<file path="config.mk">
export PLATFORM = sky130hd
export DESIGN_NAME = fix2int_stream
export DESIGN_NICKNAME = d
export VERILOG_FILES = /design/src/rtl/fix_pkg.sv /design/src/rtl/fix_sat.sv /design/src/rtl/fix2int_stream.sv
export SDC_FILE = /design/constraint.sdc
export NUM_CORES = 1
export LEC_CHECK = 0
export ABC_AREA = 1
export CORE_ASPECT_RATIO = 0.6
export CORE_MARGIN = 2
export CORE_UTILIZATION = 49
export CTS_CLUSTER_DIAMETER = 50
export DETAILED_ROUTE_END_ITERATION = 7
export PLACE_DENSITY_LB_ADDON = 0.12
export SLEW_MARGIN = 20
export SYNTH_ARGS = -nofsm -noshare
export SYNTH_HDL_FRONTEND = slang
export SYNTH_HIERARCHICAL = 1
export SYNTH_SLANG_ARGS = --single-unit
export TNS_END_PERCENT = 30
</file>
<file path="constraint.sdc">
create_clock -name clk -period 2.76 [get_ports clk]
set_input_delay 0.69 -clock clk [delete_from_list [all_inputs] [get_ports clk]]
set_output_delay 0.69 -clock clk [all_outputs]
set_load 0.005 [all_outputs]
</file>
<file path="src/rtl/fix_pkg.sv">
// Shared types and default parameters for the fixed-point to integer stream stage.
package fix_pkg;

  localparam int unsigned DEF_WI = 8;
  localparam int unsigned DEF_WF = 32;
  localparam int unsigned DEF_WO = 6;
  localparam int unsigned DEF_CW = 16;

  typedef enum logic [1:0] {
    EMPTY = 2'd0,
    ONE   = 2'd1,
    TWO   = 2'd2
  } skid_state_t;

endpackage

</file>
<file path="src/rtl/fix_sat.sv">
// Combinational conversion of a signed fixed-point word to a saturated WO-bit integer.
module fix_sat #(
  parameter int unsigned WI = 8,
  parameter int unsigned WF = 32,
  parameter int unsigned WO = 6
) (
  input  logic [WI+WF-1:0] in_data,
  input  logic             in_oflag,
  output logic [WO-1:0]    out_int,
  output logic             out_sat,
  output logic             out_frac
);

  localparam logic signed [WI-1:0] MAX_I = WI'((2 ** (WO - 1)) - 1);
  localparam logic signed [WI-1:0] MIN_I = ~MAX_I;
  localparam logic [WO-1:0] MAX_O = {1'b0, {(WO - 1){1'b1}}};
  localparam logic [WO-1:0] MIN_O = {1'b1, {(WO - 1){1'b0}}};

  logic signed [WI-1:0] int_part;

  assign int_part = in_data[WI+WF-1:WF];
  assign out_frac = |in_data[WF-1:0];

  // A ceil-stage wrap always means a positive result that overflowed.
  always_comb begin
    out_int = int_part[WO-1:0];
    out_sat = 1'b0;
    if (in_oflag || (int_part > MAX_I)) begin
      out_int = MAX_O;
      out_sat = 1'b1;
    end else if (int_part < MIN_I) begin
      out_int = MIN_O;
      out_sat = 1'b1;
    end
  end

endmodule

</file>
<file path="src/rtl/fix2int_stream.sv">
// Streaming fix-to-int stage: input-side saturation, 2-entry skid buffer, saturation counter.
module fix2int_stream
  import fix_pkg::*;
#(
  parameter int unsigned WI = DEF_WI,
  parameter int unsigned WF = DEF_WF,
  parameter int unsigned WO = DEF_WO,
  parameter int unsigned CW = DEF_CW
) (
  input  logic             clk,
  input  logic             rst_n,
  input  logic [WI+WF-1:0] in_data,
  input  logic             in_oflag,
  input  logic             in_valid,
  output logic             in_ready,
  output logic [WO-1:0]    out_int,
  output logic             out_sat,
  output logic             out_frac,
  output logic             out_valid,
  input  logic             out_ready,
  input  logic             clr_cnt,
  output logic [CW-1:0]    sat_cnt
);

  logic [WO-1:0] conv_int;
  logic          conv_sat;
  logic          conv_frac;

  logic [WO-1:0] skid_int;
  logic          skid_sat;
  logic          skid_frac;

  skid_state_t state;
  skid_state_t state_next;

  logic in_xfer;
  logic out_xfer;
  logic load_main;
  logic load_skid;
  logic promote;

  fix_sat #(.WI(WI), .WF(WF), .WO(WO)) u_sat (
    .in_data  (in_data),
    .in_oflag (in_oflag),
    .out_int  (conv_int),
    .out_sat  (conv_sat),
    .out_frac (conv_frac)
  );

  assign in_xfer  = in_valid & in_ready;
  assign out_xfer = out_valid & out_ready;

  always_ff @(posedge clk or negedge rst_n) begin
    if (!rst_n) state <= EMPTY;
    else        state <= state_next;
  end

  always_comb begin
    state_next = state;
    case (state)
      EMPTY:   if (in_xfer) state_next = ONE;
      ONE:     if (in_xfer && !out_xfer) state_next = TWO;
               else if (!in_xfer && out_xfer) state_next = EMPTY;
      TWO:     if (out_xfer) state_next = ONE;
      default: state_next = EMPTY;
    endcase
  end

  // Datapath load strobes for the presented entry and the skid entry.
  always_comb begin
    load_main = 1'b0;
    load_skid = 1'b0;
    promote   = 1'b0;
    case (state)
      EMPTY:   load_main = in_xfer;
      ONE: begin
        load_main = in_xfer & out_xfer;
        load_skid = in_xfer & ~out_xfer;
      end
      TWO:     promote = out_xfer;
      default: ;
    endcase
  end

  // in_ready comes from the next state so it never sees out_ready combinationally.
  always_ff @(posedge clk or negedge rst_n) begin
    if (!rst_n) begin
      in_ready  <= 1'b0;
      out_valid <= 1'b0;
    end else begin
      in_ready  <= (state_next != TWO);
      out_valid <= (state_next != EMPTY);
    end
  end

  always_ff @(posedge clk or negedge rst_n) begin
    if (!rst_n) begin
      out_int   <= '0;
      out_sat   <= 1'b0;
      out_frac  <= 1'b0;
      skid_int  <= '0;
      skid_sat  <= 1'b0;
      skid_frac <= 1'b0;
    end else begin
      if (load_main) begin
        out_int  <= conv_int;
        out_sat  <= conv_sat;
        out_frac <= conv_frac;
      end else if (promote) begin
        out_int  <= skid_int;
        out_sat  <= skid_sat;
        out_frac <= skid_frac;
      end
      if (load_skid) begin
        skid_int  <= conv_int;
        skid_sat  <= conv_sat;
        skid_frac <= conv_frac;
      end
    end
  end

  always_ff @(posedge clk or negedge rst_n) begin
    if (!rst_n)                                      sat_cnt <= '0;
    else if (clr_cnt)                                sat_cnt <= '0;
    else if (out_xfer && out_sat && (sat_cnt != '1)) sat_cnt <= sat_cnt + CW'(1);
  end

endmodule
</file>
After elaboration in Yosys (flattened, before gate mapping)
Cells that the tools add are included.
Widths: inputs -> output; s select.

operators by class
  $add $sub $neg = 1
  multiply operators = 0
  div/mod/pow operators = 0
  $lt $le $gt $ge = 2
  equality and inequality tests = 4
  shift-type cells = 0
  muxes and demuxes = 20
  bitwise logic cells = 5
  reduce and logical (&&, ||, !) cells = 12

operator list
  operator               number
  $mux 16                2
  $reduce_or 32->1       1
  $mux 6                 4
  $add 16x1->16 const B  1
  $ne 16x16->1 const B   1
  $gt 8x6->1 const B     1
  $lt 8x6->1 const B     1
  $mux 1                 8
  $mux 2                 4
  $pmux 2 s3             1
  $reduce_bool 2->1      3
  $and 1x1->1            4
  $logic_and 1x1->1      4
  $eq 2x1->1 const B     1
  $eq 2x2->1 const B     1
  $logic_not 1->1        2
  $logic_not 2->1        1
  $ne 2x2->1 const B     1
  $pmux 1 s2             1
  $logic_or 1x1->1       1
  $not 1->1              1

word-level totals
  bits in registers = 36
  bits in latches = 0
  bits in writable memories = 0
  bits in read-only memories = 0
  input bits = 46
  output and inout bits = 26
  word-level logic and storage cells = 54
  memories kept = 0

Logic depth before layout (Yosys ltp)
Gate-level depths: netlist of run 1.

  depth in word-level cells = 7
  gate-level depth with buffers = 10
  mapped depth without buffers = 9

Hierarchy
The synthesis of run 1 kept the hierarchy.

by module, submodules not included
  module          instances  cells an instance  area an instance (um^2)  sequential area each (um^2)
  fix2int_stream  1          231                1844.3                   900.9
  fix_sat         1          63                 256.5                    0.0

Worst setup path before layout of run 1
No wires, ideal clock.

  path type = in2reg
  from = input out_ready
  to = register out_valid
  library setup time = 124 ps
  data arrival time = 1468 ps
  data required time = 2636 ps
  path slack = 1168 ps
  stages on the path = 7
  path through = nand2_1 nand2_1 nand3_2 nand2_1 inv_2 o31ai_1 or2_1

between the ends
  cells in the longest elaborated chain, start to end = 6
  elaborated cells on any way between the ends = 9
  those cells by class = mux (4); bitwise (1); reduce/logical (4)

RTL lines
  item                                                  RTL line                                    RTL
  from (decl)                                           fix2int_stream.sv:20                        input logic out_ready,
  $and 1x1->1 (*)                                       fix2int_stream.sv:51                        assign out_xfer = out_valid & out_ready;
  $logic_and 1x1->1 or $logic_not 1->1 (tied branches)  fix2int_stream.sv:63, fix2int_stream.sv:62
  $mux 2 or $logic_and 1x1->1 (tied branches)           fix2int_stream.sv:63, fix2int_stream.sv:62
  $mux 2                                                fix2int_stream.sv:62                        ONE: if (in_xfer && !out_xfer) state_next = TWO;
  $pmux 2 s3 (*)                                        fix2int_stream.sv:60                        case (state)
  named net state_next[0]                               fix2int_stream.sv:34                        skid_state_t state_next;
  $reduce_bool 2->1 (*)                                 fix2int_stream.sv:92                        out_valid <= (state_next != EMPTY);
  to (signal assigned)                                  fix2int_stream.sv:92
  to (decl)                                             fix2int_stream.sv:19                        output logic out_valid,

Mark *: on every way through the listed nets, which the timed path passes. The rest lies on a longest branch.
A chain may end at the register's enable or synchronous reset.

Worst setup path in the final report of run 1
  from = register sat_cnt[7]
  to = output sat_cnt[7]

RTL lines
  item                    RTL line               RTL
  from (decl)             fix2int_stream.sv:22   output logic [CW-1:0] sat_cnt
  from (signal assigned)  fix2int_stream.sv:125  else if (out_xfer && out_sat && (sat_cnt != '1)) sat_cnt <= sat_cnt + CW'(1);

No word-level cell between the ends.

==> flow_summary_export.csv, run 1 <==
group,metric,value,unit
place,placed_cells_incl_taps,423,
route,drt_wl_total,5285,um
sta,post-route-period-util,71.53,%
route,drt_iter0_markers,103,
sta,max_slew.worst_pin.slew,500.3,ps
floorplan,starting_density_of_the_core,50.97,%
global_routing,number_of_global_route_vias_before_repair,1810,
route,routed_wire_length_per_instance,12.26,um
sta,fmaxAchievable,506.5,MHz
synthesis,ys_seq_elements,36,
route,drtPass1Iterations,4,
cts,h_tree_depth,2,
synthesis,synth-simple-area-share,36.03,%
floorplan,fp-row-count,18,
sta,post-route-min-period,1974,ps
route,routed_via_density,4.896,
floorplan,pin_count,72,
route,route.detailed.drc,0,
finish,multi_input_comb_area,1007,um^2
route,routed-via-count,2110,
critical_path,cp_num_buf_inv,1,
critical_path,cpMaxStageDelayCell,"sky130_fd_sc_hd__clkdlybuf4s50_1",
job,drv.max_cap_violation_count,0,
cts,hold_fix_buffers_cts,0,
place,dpl.hpwl,3989,um
synthesis,post-synth-top-count-cell,"sky130_fd_sc_hd__nand2_1",
synthesis,post_synth.cell_area_avg,7.145,um^2
synthesis,sequential_element_share_of_the_synthesized_area,42.88,%
synthesis,mappedNetlistNets,341,
finish,nets,417,
global_routing,antenna_found_initial,0,
synthesis,synth_area,2101,um^2
global_routing,global_route.usage.met1,33.62,%
global_routing,total_congestion_overflow,0,
min_path,timing.hold.worst.class,"reg2reg",
synthesis,synth_cell_types,28,
critical_path,crit_fanout,6,
cts,root_buffer,"sky130_fd_sc_hd__clkbuf_8",
cts,number_of_gates_resized_after_cts,0,
synthesis,synth_top_flop_cell,"sky130_fd_sc_hd__dfrtp_1",
synthesis,synth_compound_area_share,9.232,%
synthesis,synth_cells,294,
finish,area_delta_synth_final,41.27,%
route,final_antenna_net_count,0,
cts,cts_setup_buffers,0,
critical_path,critical_path.startpoint_type,"flip-flop",
sta,max-slew-margin-rel,66.42,%
synthesis,synth_top_area_share,42.88,%
critical_path,cp_data_required_time,2070,ps
place,port_buffers,71,
critical_path,critPathArrivalTime,1280,ps
global_routing,grt_use_met2,34.21,%
synthesis,synth_adder_area_share,0.5956,%
cts,clk_latency,280,ps
global_routing,grt_max_degree,37,
run_status,run_status,"finished clean",
place,gp_routability_congestion,0.8499,
global_routing,gr_usage_total,22.71,%
pwr,max-vdd-ir-drop,573.7,uV
finish,n_antenna_cell,0,
finish,fillCellCount,351,
sta,max_slew_violation_count,0,
cts,clockBufferDepth,2,
critical_path,endpoint_kind,"output pin",
synthesis,number_of_flops_mapped_to_enable_cells_by_yosys,0,
cts,cts_tree,"yes",
pwr,power_density,589.5,nW/um^2
pwr,finalPower,1750,uW
floorplan,die_h,54.72,um
finish,layout.area.seq,900.9,um^2
critical_path,stage_delay_of_the_slowest_cell_on_the_critical_path,540,ps
global_routing,grtUsageMet3,6.184,%
floorplan,floorplan.die_area,4844,um^2
floorplan,die_width,88.53,um
cts,cts_inserted_buffers,5,
sta,clock_skew,6.168,ps
synthesis,async_flop_share,100.0,%
finish,instances_no_fill,431,
synthesis,synth-xor-area-share,2.085,%
synthesis,synthTopCellsByArea,"sky130_fd_sc_hd__dfrtp_1 43%, sky130_fd_sc_hd__nand2_1 17%, sky130_fd_sc_hd__inv_1 7.3%, sky130_fd_sc_hd__nor2_1 5.7%, sky130_fd_sc_hd__nand3_1 5.2%",
critical_path,critPathTopFamily,"buffers and inverters",
synthesis,synth_common_cells,"93 x sky130_fd_sc_hd__nand2_1, 41 x sky130_fd_sc_hd__inv_1, 36 x sky130_fd_sc_hd__dfrtp_1",
sta,holdWs,492.9,ps
sta,hold_viol,0,
synthesis,ys_warn_count,6,
finish,share_of_post_route_cells_with_drive_strength_above_1,5.121,%
cts,numClockSinks,36,
sta,rsz0062_at_grt,"false",
synthesis,synth_top_cell_by_area,"sky130_fd_sc_hd__dfrtp_1",
cts,cts.clk_slew.worst_paths,70,ps
synthesis,synth_top_family_by_area,"simple AND/OR/NAND/NOR gates",
critical_path,timing_worst_setup_path_type,"reg2out",
synthesis,post_synth_mux_area_share,0,%
sta,timing.setup.tns,0,ps
global_routing,global_route.peak_usage_layer,"met2",
critical_path,path_cells,"clkdlybuf4s50_1",
global_routing,grt_pass1_wl,8211,um
sta,timing.final.setup_violations,0,
pwr,power.leakage,0.001410,uW
floorplan,placeable_core_region,4121,um^2
-- per-stage QoR --
step | area [um^2] | utilization, % | worst slack, ps
6_report | 2968 | 72.01 | 785.7
3_3_place_gp | 2878 | 69.82 | 540.9
4_1_cts | 2968 | 72.01 | 785.2
5_1_grt | 2968 | 72.01 | 702.9
2_1_floorplan | 2101 | - | 1168
3_5_place_dp | 2878 | 69.82 | 541.3
-- power breakdown --
group | switching [uW] | leakage [uW] | internal, uW
registers | 83.6 | 0.000462 | 677
clock network | 178 | 0.0000455 | 204
logic | 302 | 0.000902 | 305
-- metal layers --
metal  wire length, um  vias up
met2              2064       94
met4                12        0
met1              2623      923
met3               583        2
li1                  -     1091
met5                 0        -
-- path summary, 6_finish.rpt --
kind | cells after the start | start | endpoint | slack [ps]
setup reg to reg | 9 | sat_cnt[1] | sat_cnt[1] | 950
min in group asynchronous | 2 | rst_n | skid_int[5] | 830
max in group asynchronous | 2 | rst_n | sat_cnt[3] | 1620
hold / removal | 2 | skid_int[5] | skid_int[5] | 490
hold reg to reg | 2 | skid_int[5] | skid_int[5] | 490
setup / recovery | 1 | sat_cnt[7] | sat_cnt[7] | 790
-- cell usage in the layout (no fill, tap or decap), drive strengths merged --
cell,instances
nor2,38
o31ai,1
buf,2
nand3,23
a21oi,5
nor3,1
clkbuf,8
inv,44
o21a,1
o21ai,14
or2,1
clkinv,1
o21bai,3
ha,1
nand2,94
nand4,12
dfrtp,36
and2,2
o221ai,1
xor2,5
clkdlybuf4s50,71
o211ai,7
-- layout make-up --
| type | instances | share of cell area [%] |
|---|---|---|
| Multi-Input combinational cell | 209 | 33.94 |
| Sequential cell | 36 | 30.35 |
| Timing Repair Buffer | 73 | 24.45 |
| Inverter | 45 | 5.691 |
| Clock buffer | 8 | 3.035 |
| Tap cell | 60 | 2.530 |
-- registers in the layout (all words and copies together), names as in the netlist --
register / flops
out_valid: 1
skid_int: 6
state: 2
skid_frac: 1
out_frac: 1
skid_sat: 1
sat_cnt: 16
out_sat: 1
in_ready: 1
out_int: 6
-- logic make-up (layout without fill, tap and decap cells) --
group / after synthesis / in the layout
buffers and inverters: 49 / 126
adders and majority gates: 1 / 1
xor gates and xnor gates: 5 / 5
DFF: 36 / 36
AOI/OAI and AO/OA: 32 / 32
and+or+nand+nor: 171 / 171
(Power assumes the default switching activity.)
==> run 2, diff against run 1 <==
--- a/config.mk
+++ b/config.mk
@@ -8,7 +8,7 @@
 export ABC_AREA = 1
 export CORE_ASPECT_RATIO = 0.6
 export CORE_MARGIN = 2
-export CORE_UTILIZATION = 49
+export CORE_UTILIZATION = 41
 export CTS_CLUSTER_DIAMETER = 50
 export DETAILED_ROUTE_END_ITERATION = 7
 export PLACE_DENSITY_LB_ADDON = 0.12
==> constraint.sdc (replaced) <==
create_clock -name clk -period 1.6 [get_ports clk]
set_input_delay 0.4 -clock clk [delete_from_list [all_inputs] [get_ports clk]]
set_output_delay 0.4 -clock clk [all_outputs]
set_load 0.005 [all_outputs]
==> flow_summary_export.csv, run 2 (synthesized netlist as in run 1, its figures left out) <==
group,metric,value,unit
pwr,power.switching,1061,uW
critical_path,timing.reg2reg.worst_path_depth,10,
floorplan,starting_density_of_the_core,41.98,%
critical_path,cpMaxStageDelayCell,"sky130_fd_sc_hd__dfrtp_1",
run_status,run_status,"finished clean",
cts,root_buffer,"sky130_fd_sc_hd__clkbuf_8",
sta,max_slew_violation_count,0,
route,routed_via_density,4.849,
critical_path,path_common_cell,"sky130_fd_sc_hd__nor2_4",
pwr,max-vdd-ir-drop,541.9,uV
sta,post-route-min-period,1598,ps
floorplan,fp-row-count,20,
route,drt_wl_total,6283,um
sta,hold_viol,0,
cts,clk_latency,290,ps
critical_path,critical_path.startpoint_type,"flip-flop",
route,drtPass1Iterations,6,
cts,cts_tree,"yes",
finish,top_regs,"sat_cnt (16), out_int (6), skid_int (6)",
sta,max-slew-margin-rel,82.24,%
critical_path,endpoint_kind,"flip-flop",
sta,post-route-period-util,99.90,%
cts,hold_fix_buffers_cts,0,
route,route.detailed.drc,0,
finish,n_antenna_cell,0,
route,final_antenna_net_count,0,
critical_path,path_cells,"ha_4 > nand3_4 > inv_2 > nand2_2 > nor2_4 > nor2_4 > nor2_4 > buf_12 > nand2_1 > nand2_1",
place,placed_cells_incl_taps,460,
finish,share_of_post_route_cells_with_drive_strength_above_1,17.48,%
critical_path,crit_fanout,11,
pwr,sequentialPowerShare,38.6,%
finish,largest_reg_flops,16,
cts,h_tree_depth,2,
critical_path,r2r-end,"sat_cnt[11]",
route,routed-via-count,2318,
global_routing,grt_pass1_wl,9818,um
cts,cts.clk_slew.worst_paths,80,ps
sta,rsz0062_at_grt,"true",
critical_path,worst_setup_path_startpoint,"sat_cnt[0]",
place,dpl-instance-area,3143,um^2
critical_path,cp_data_required_time,1780,ps
place,preCtsSetupSlack,-301.4,ps
finish,fillCellCount,476,
critical_path,r2r_setup_slack,2,ps
sta,max_slew.worst_pin.slew,266.0,ps
floorplan,die_h,59.45,um
place,dpl.hpwl,4664,um
floorplan,pin_count,72,
pwr,share_comb_of_total_power,38.4,%
global_routing,grt_max_degree,37,
place,gp_routability_congestion,0.9540,
sta,post_route_setup_slack,1.612,ps
route,routed_wire_length_per_instance,13.14,um
pwr,power.switching_fraction,31.04,%
sta,timing.final.setup_violations,0,
critical_path,worst_r2r_startpoint,"sat_cnt[0]",
sta,clock_skew,8.171,ps
finish,layout_common_cells,"88 x sky130_fd_sc_hd__nand2_1, 54 x sky130_fd_sc_hd__clkdlybuf4s50_1, 41 x sky130_fd_sc_hd__inv_1, 39 x sky130_fd_sc_hd__buf_4, 35 x sky130_fd_sc_hd__dfrtp_1",
floorplan,die_width,96.41,um
cts,numClockSinks,36,
finish,nets,458,
global_routing,antenna_found_initial,0,
job,drv.max_cap_violation_count,0,
pwr,power_report.internal_total,2358,uW
floorplan,floorplan.die_area,5731,um^2
critical_path,cp_num_buf_inv,2,
global_routing,number_of_global_route_vias_before_repair,2127,
critical_path,critPathArrivalTime,1780,ps
floorplan,placeable_core_region,5005,um^2
place,port_buffers,71,
critical_path,timing_worst_setup_path_type,"reg2reg",
finish,final_common_cell,"sky130_fd_sc_hd__nand2_1",
global_routing,gr_usage_total,22.59,%
finish,final_design_utilization,67.38,%
cts,clockBufferDepth,2,
critical_path,critical_path.endpoint,"sat_cnt[11]",
critical_path,stage_delay_of_the_slowest_cell_on_the_critical_path,430,ps
critical_path,critPathTopFamily,"simple AND/OR/NAND/NOR gates",
pwr,power_density,1014,nW/um^2
sta,holdWs,483.4,ps
finish,register_name_with_the_most_flops,"sat_cnt",
route,drt_iter0_markers,196,
pwr,power.leakage,0.001746,uW
critical_path,crit_cells,10,
global_routing,total_congestion_overflow,0,
pwr,clkPwrFrac,23.0,%
finish,area_delta_synth_final,60.51,%
finish,instances_no_fill,478,
cts,cts_inserted_buffers,5,
sta,fmaxAchievable,625.6,MHz
min_path,timing.hold.worst.class,"in2async",
finish,layout.cell_area.non_filler,3372,um^2
## run 2: layer usage
layer,GRT usage [%],part of all wire [%]
met3,5.344,11
met2,31.94,40
met4,5.835,0.89
met5,0,0
met1,34.63,48
## run 2: worst min path at each step
stage / start / to / slack [ps] / depth (start not counted)
after floorplan: rst_n / in_ready / 100 / 0
after global placement: state[1] / state[0] / 470 / 1
after detailed placement: state[1] / state[0] / 460 / 1
after CTS: state[1] / state[0] / 480 / 1
after global routing: rst_n / sat_cnt[6] / 490 / 2
final: rst_n / sat_cnt[6] / 480 / 2
## run 2: metrics by stage
step / TNS (ps) / power [uW]
after floorplan: 0 / 1839
after global placement: -4677 / 2566
after detailed placement: -6005 / 2597
after CTS: 0 / 3400
after global routing: -344.6 / 3626
final: 0 / 3420
## run 2: area by class of cell
class / instances / area (um^2) / share of cell area [%]
clock inverters: 2 / 35.03 / 1.039
inverters: 45 / 168.9 / 5.009
repair buffers: 114 / 1061 / 31.47
flip-flops and latches: 36 / 902.1 / 26.75
multi-input cells: 209 / 1050 / 31.13
clock buffers: 6 / 72.57 / 2.152
well taps: 66 / 82.58 / 2.449
## run 2: worst register-to-register path, stage by stage, from the launching register on
cell                      delay, ps
sky130_fd_sc_hd__dfrtp_1        430
sky130_fd_sc_hd__ha_4           200
sky130_fd_sc_hd__nand3_4        100
sky130_fd_sc_hd__inv_2           50
sky130_fd_sc_hd__nand2_2         80
sky130_fd_sc_hd__nor2_4          50
sky130_fd_sc_hd__nor2_4         220
sky130_fd_sc_hd__nor2_4          80
sky130_fd_sc_hd__buf_12         150
sky130_fd_sc_hd__nand2_1         70
sky130_fd_sc_hd__nand2_1         60
## run 2: timing repair
item                                    CTS  global route
gates resized for setup                  19            12
endpoints found under the setup margin   28            17
cloned                                    0             0
buffers inserted                          6             4
pin swaps                                 1             4
## run 2: power groups by stage
stage / Combinational [uW] / Clock [uW] / Sequential [uW]
3_3_place_gp: 1250 / 0 / 1320
5_1_grt: 1430 / 838 / 1350
3_5_place_dp: 1270 / 0 / 1320
4_1_cts: 1280 / 804 / 1310
2_1_floorplan: 526 / 0 / 1310
6_report: 1310 / 788 / 1320
==> run 3, diff against run 2 <==
--- a/config.mk
+++ b/config.mk
@@ -12,7 +12,6 @@
 export CTS_CLUSTER_DIAMETER = 50
 export DETAILED_ROUTE_END_ITERATION = 7
 export PLACE_DENSITY_LB_ADDON = 0.12
-export SLEW_MARGIN = 20
 export SYNTH_ARGS = -nofsm -noshare
 export SYNTH_HDL_FRONTEND = slang
 export SYNTH_HIERARCHICAL = 1
==> constraint.sdc (replaced) <==
create_clock -name clk -period 1.6 [get_ports clk]
set_input_delay 0.4 -clock clk [delete_from_list [all_inputs] [get_ports clk]]
set_output_delay 0.4 -clock clk [all_outputs]
set_load 0.05 [all_outputs]
==> flow_summary_export.csv, run 3 (synthesized netlist as in run 1, its figures left out) <==
group,metric,value,unit
floorplan,fp-row-count,20,
place,preCtsSetupSlack,-254.6,ps
finish,area_delta_synth_final,72.19,%
place,dpl.hpwl,4798,um
critical_path,timing_worst_setup_path_type,"reg2reg",
route,final_antenna_net_count,0,
global_routing,gr_usage_total,23.00,%
finish,layout_common_cells,"93 x sky130_fd_sc_hd__nand2_1, 45 x sky130_fd_sc_hd__clkdlybuf4s50_1, 41 x sky130_fd_sc_hd__inv_1, 37 x sky130_fd_sc_hd__buf_4, 31 x sky130_fd_sc_hd__nor2_1",
finish,largest_reg_flops,16,
sta,hold_viol,0,
sta,post-route-min-period,1554,ps
sta,post-route-period-util,97.16,%
cts,h_tree_depth,2,
finish,n_antenna_cell,0,
global_routing,antenna_found_initial,0,
cts,root_buffer,"sky130_fd_sc_hd__clkbuf_8",
finish,top_regs,"sat_cnt (16), out_int (6), skid_int (6)",
route,drt_iter0_markers,208,
route,drtPass1Iterations,4,
finish,instances_no_fill,476,
pwr,clkPwrFrac,16.1,%
floorplan,floorplan.die_area,5731,um^2
finish,nets,456,
floorplan,pin_count,72,
critical_path,path_common_cell,"sky130_fd_sc_hd__nor2_4",
cts,hold_fix_buffers_cts,0,
route,routed_via_density,4.903,
route,routed-via-count,2334,
sta,clock_skew,5.747,ps
critical_path,path_cells,"ha_4 > nand3_2 > inv_2 > nand2_2 > nor2_4 > nor2_4 > nor2_4 > buf_12 > nand2_1 > nand2_1",
critical_path,cpMaxStageDelayCell,"sky130_fd_sc_hd__dfrtp_2",
floorplan,starting_density_of_the_core,41.98,%
sta,post_route_setup_slack,45.52,ps
pwr,share_comb_of_total_power,50.2,%
global_routing,number_of_global_route_vias_before_repair,2087,
critical_path,critical_path.startpoint_type,"flip-flop",
pwr,power_report.internal_total,2532,uW
sta,timing.final.setup_violations,0,
cts,cts.clk_slew.worst_paths,70,ps
global_routing,total_congestion_overflow,0,
cts,clk_latency,290,ps
cts,cts_tree,"yes",
global_routing,grt_max_degree,37,
critical_path,critPathTopFamily,"simple AND/OR/NAND/NOR gates",
finish,share_of_post_route_cells_with_drive_strength_above_1,24.63,%
critical_path,endpoint_kind,"flip-flop",
route,routed_wire_length_per_instance,12.83,um
run_status,run_status,"finished clean",
finish,register_name_with_the_most_flops,"sat_cnt",
pwr,power.switching,1577,uW
sta,max-slew-margin-rel,80.47,%
place,port_buffers,71,
pwr,sequentialPowerShare,33.7,%
finish,multi_input_comb_area,1031,um^2
finish,layout.area.seq,915.9,um^2
min_path,timing.hold.worst.class,"in2async",
finish,fillCellCount,355,
sta,max_slew_violation_count,0,
cts,numClockSinks,36,
pwr,power.switching_fraction,38.38,%
finish,final_design_utilization,72.28,%
global_routing,grt_pass1_wl,9729,um
floorplan,placeable_core_region,5005,um^2
critical_path,cp_num_buf_inv,2,
finish,final_common_cell,"sky130_fd_sc_hd__nand2_1",
pwr,power.leakage,0.001740,uW
pwr,power_density,1136,nW/um^2
critical_path,stage_delay_of_the_slowest_cell_on_the_critical_path,430,ps
place,gp_routability_congestion,0.9316,
route,route.detailed.drc,0,
place,placed_cells_incl_taps,467,
sta,max_slew.worst_pin.slew,290.5,ps
critical_path,crit_fanout,12,
critical_path,critPathArrivalTime,1730,ps
floorplan,die_h,59.45,um
sta,rsz0062_at_grt,"true",
critical_path,cp_data_required_time,1770,ps
pwr,max-vdd-ir-drop,804.9,uV
floorplan,die_width,96.41,um
cts,clockBufferDepth,2,
sta,fmaxAchievable,643.3,MHz
job,drv.max_cap_violation_count,0,
route,drt_wl_total,6106,um
cts,cts_inserted_buffers,5,
## run 3: path summary, 6_finish.rpt
check | start | end | slack, ps | depth (start not counted)
max | sat_cnt[0] | sat_cnt[7] | 50 | 10
min | rst_n | out_int[5] | 480 | 2
max reg2reg | sat_cnt[0] | sat_cnt[7] | 50 | 10
min reg2reg | state[1] | state[0] | 480 | 1
max in group asynchronous | rst_n | sat_cnt[10] | 920 | 2
min in group clk | state[1] | state[0] | 480 | 1
## run 3: final cells by class
class | instances | share of cell area [%]
inverter | 45 | 4.670
multi-input combinational | 209 | 28.50
tap | 66 | 2.283
timing repair buffer | 112 | 36.73
sequential | 36 | 25.32
clock buffer | 8 | 2.490
## run 3: per-layer routing
layer | part of all wire (%) | vias to the layer above | global-route usage, %
met5 | 0 | - | 0
met2 | 39 | 101 | 31.35
li1 | - | 1163 | -
met4 | 1.2 | 0 | 5.835
met1 | 50 | 1060 | 35.98
met3 | 10 | 10 | 5.725
## run 3: power by group through the flow
stage / Sequential [uW] / Clock (uW) / Combinational [uW]
floorplan: 1770 / 0 / 530
global placement: 1390 / 0 / 2010
detailed placement: 1400 / 0 / 2030
CTS: 1380 / 676 / 2040
global route: 1410 / 720 / 2200
finish: 1380 / 661 / 2060
## run 3: repair_timing
| action | CTS | global route |
|---|---|---|
| endpoints found under the setup margin | 0 | 16 |
| gates resized for setup | 0 | 3 |
| buffers inserted | 0 | 1 |
| hold endpoints to repair | 0 | 0 |
## run 3: worst register-to-register path, stage by stage (launching register included)
cell and delay (ps):
sky130_fd_sc_hd__dfrtp_2 430, sky130_fd_sc_hd__ha_4 170, sky130_fd_sc_hd__nand3_2 90, sky130_fd_sc_hd__inv_2 50, sky130_fd_sc_hd__nand2_2 100, sky130_fd_sc_hd__nor2_4 60
sky130_fd_sc_hd__nor2_4 230, sky130_fd_sc_hd__nor2_4 70, sky130_fd_sc_hd__buf_12 150, sky130_fd_sc_hd__nand2_1 60, sky130_fd_sc_hd__nand2_1 60
## run 3: per-stage QoR
stage          power, uW  setup TNS, ps  hold slack [ps]  cell area, um^2
2_1_floorplan       2298              0            104.4             2136
3_3_place_gp        3400          -3850            455.1             3501
3_5_place_dp        3429          -5453            475.0             3501
4_1_cts             4097              0            480.6             3591
5_1_grt             4332         -60.03            502.8             3617
6_report            4108              0            479.3             3617
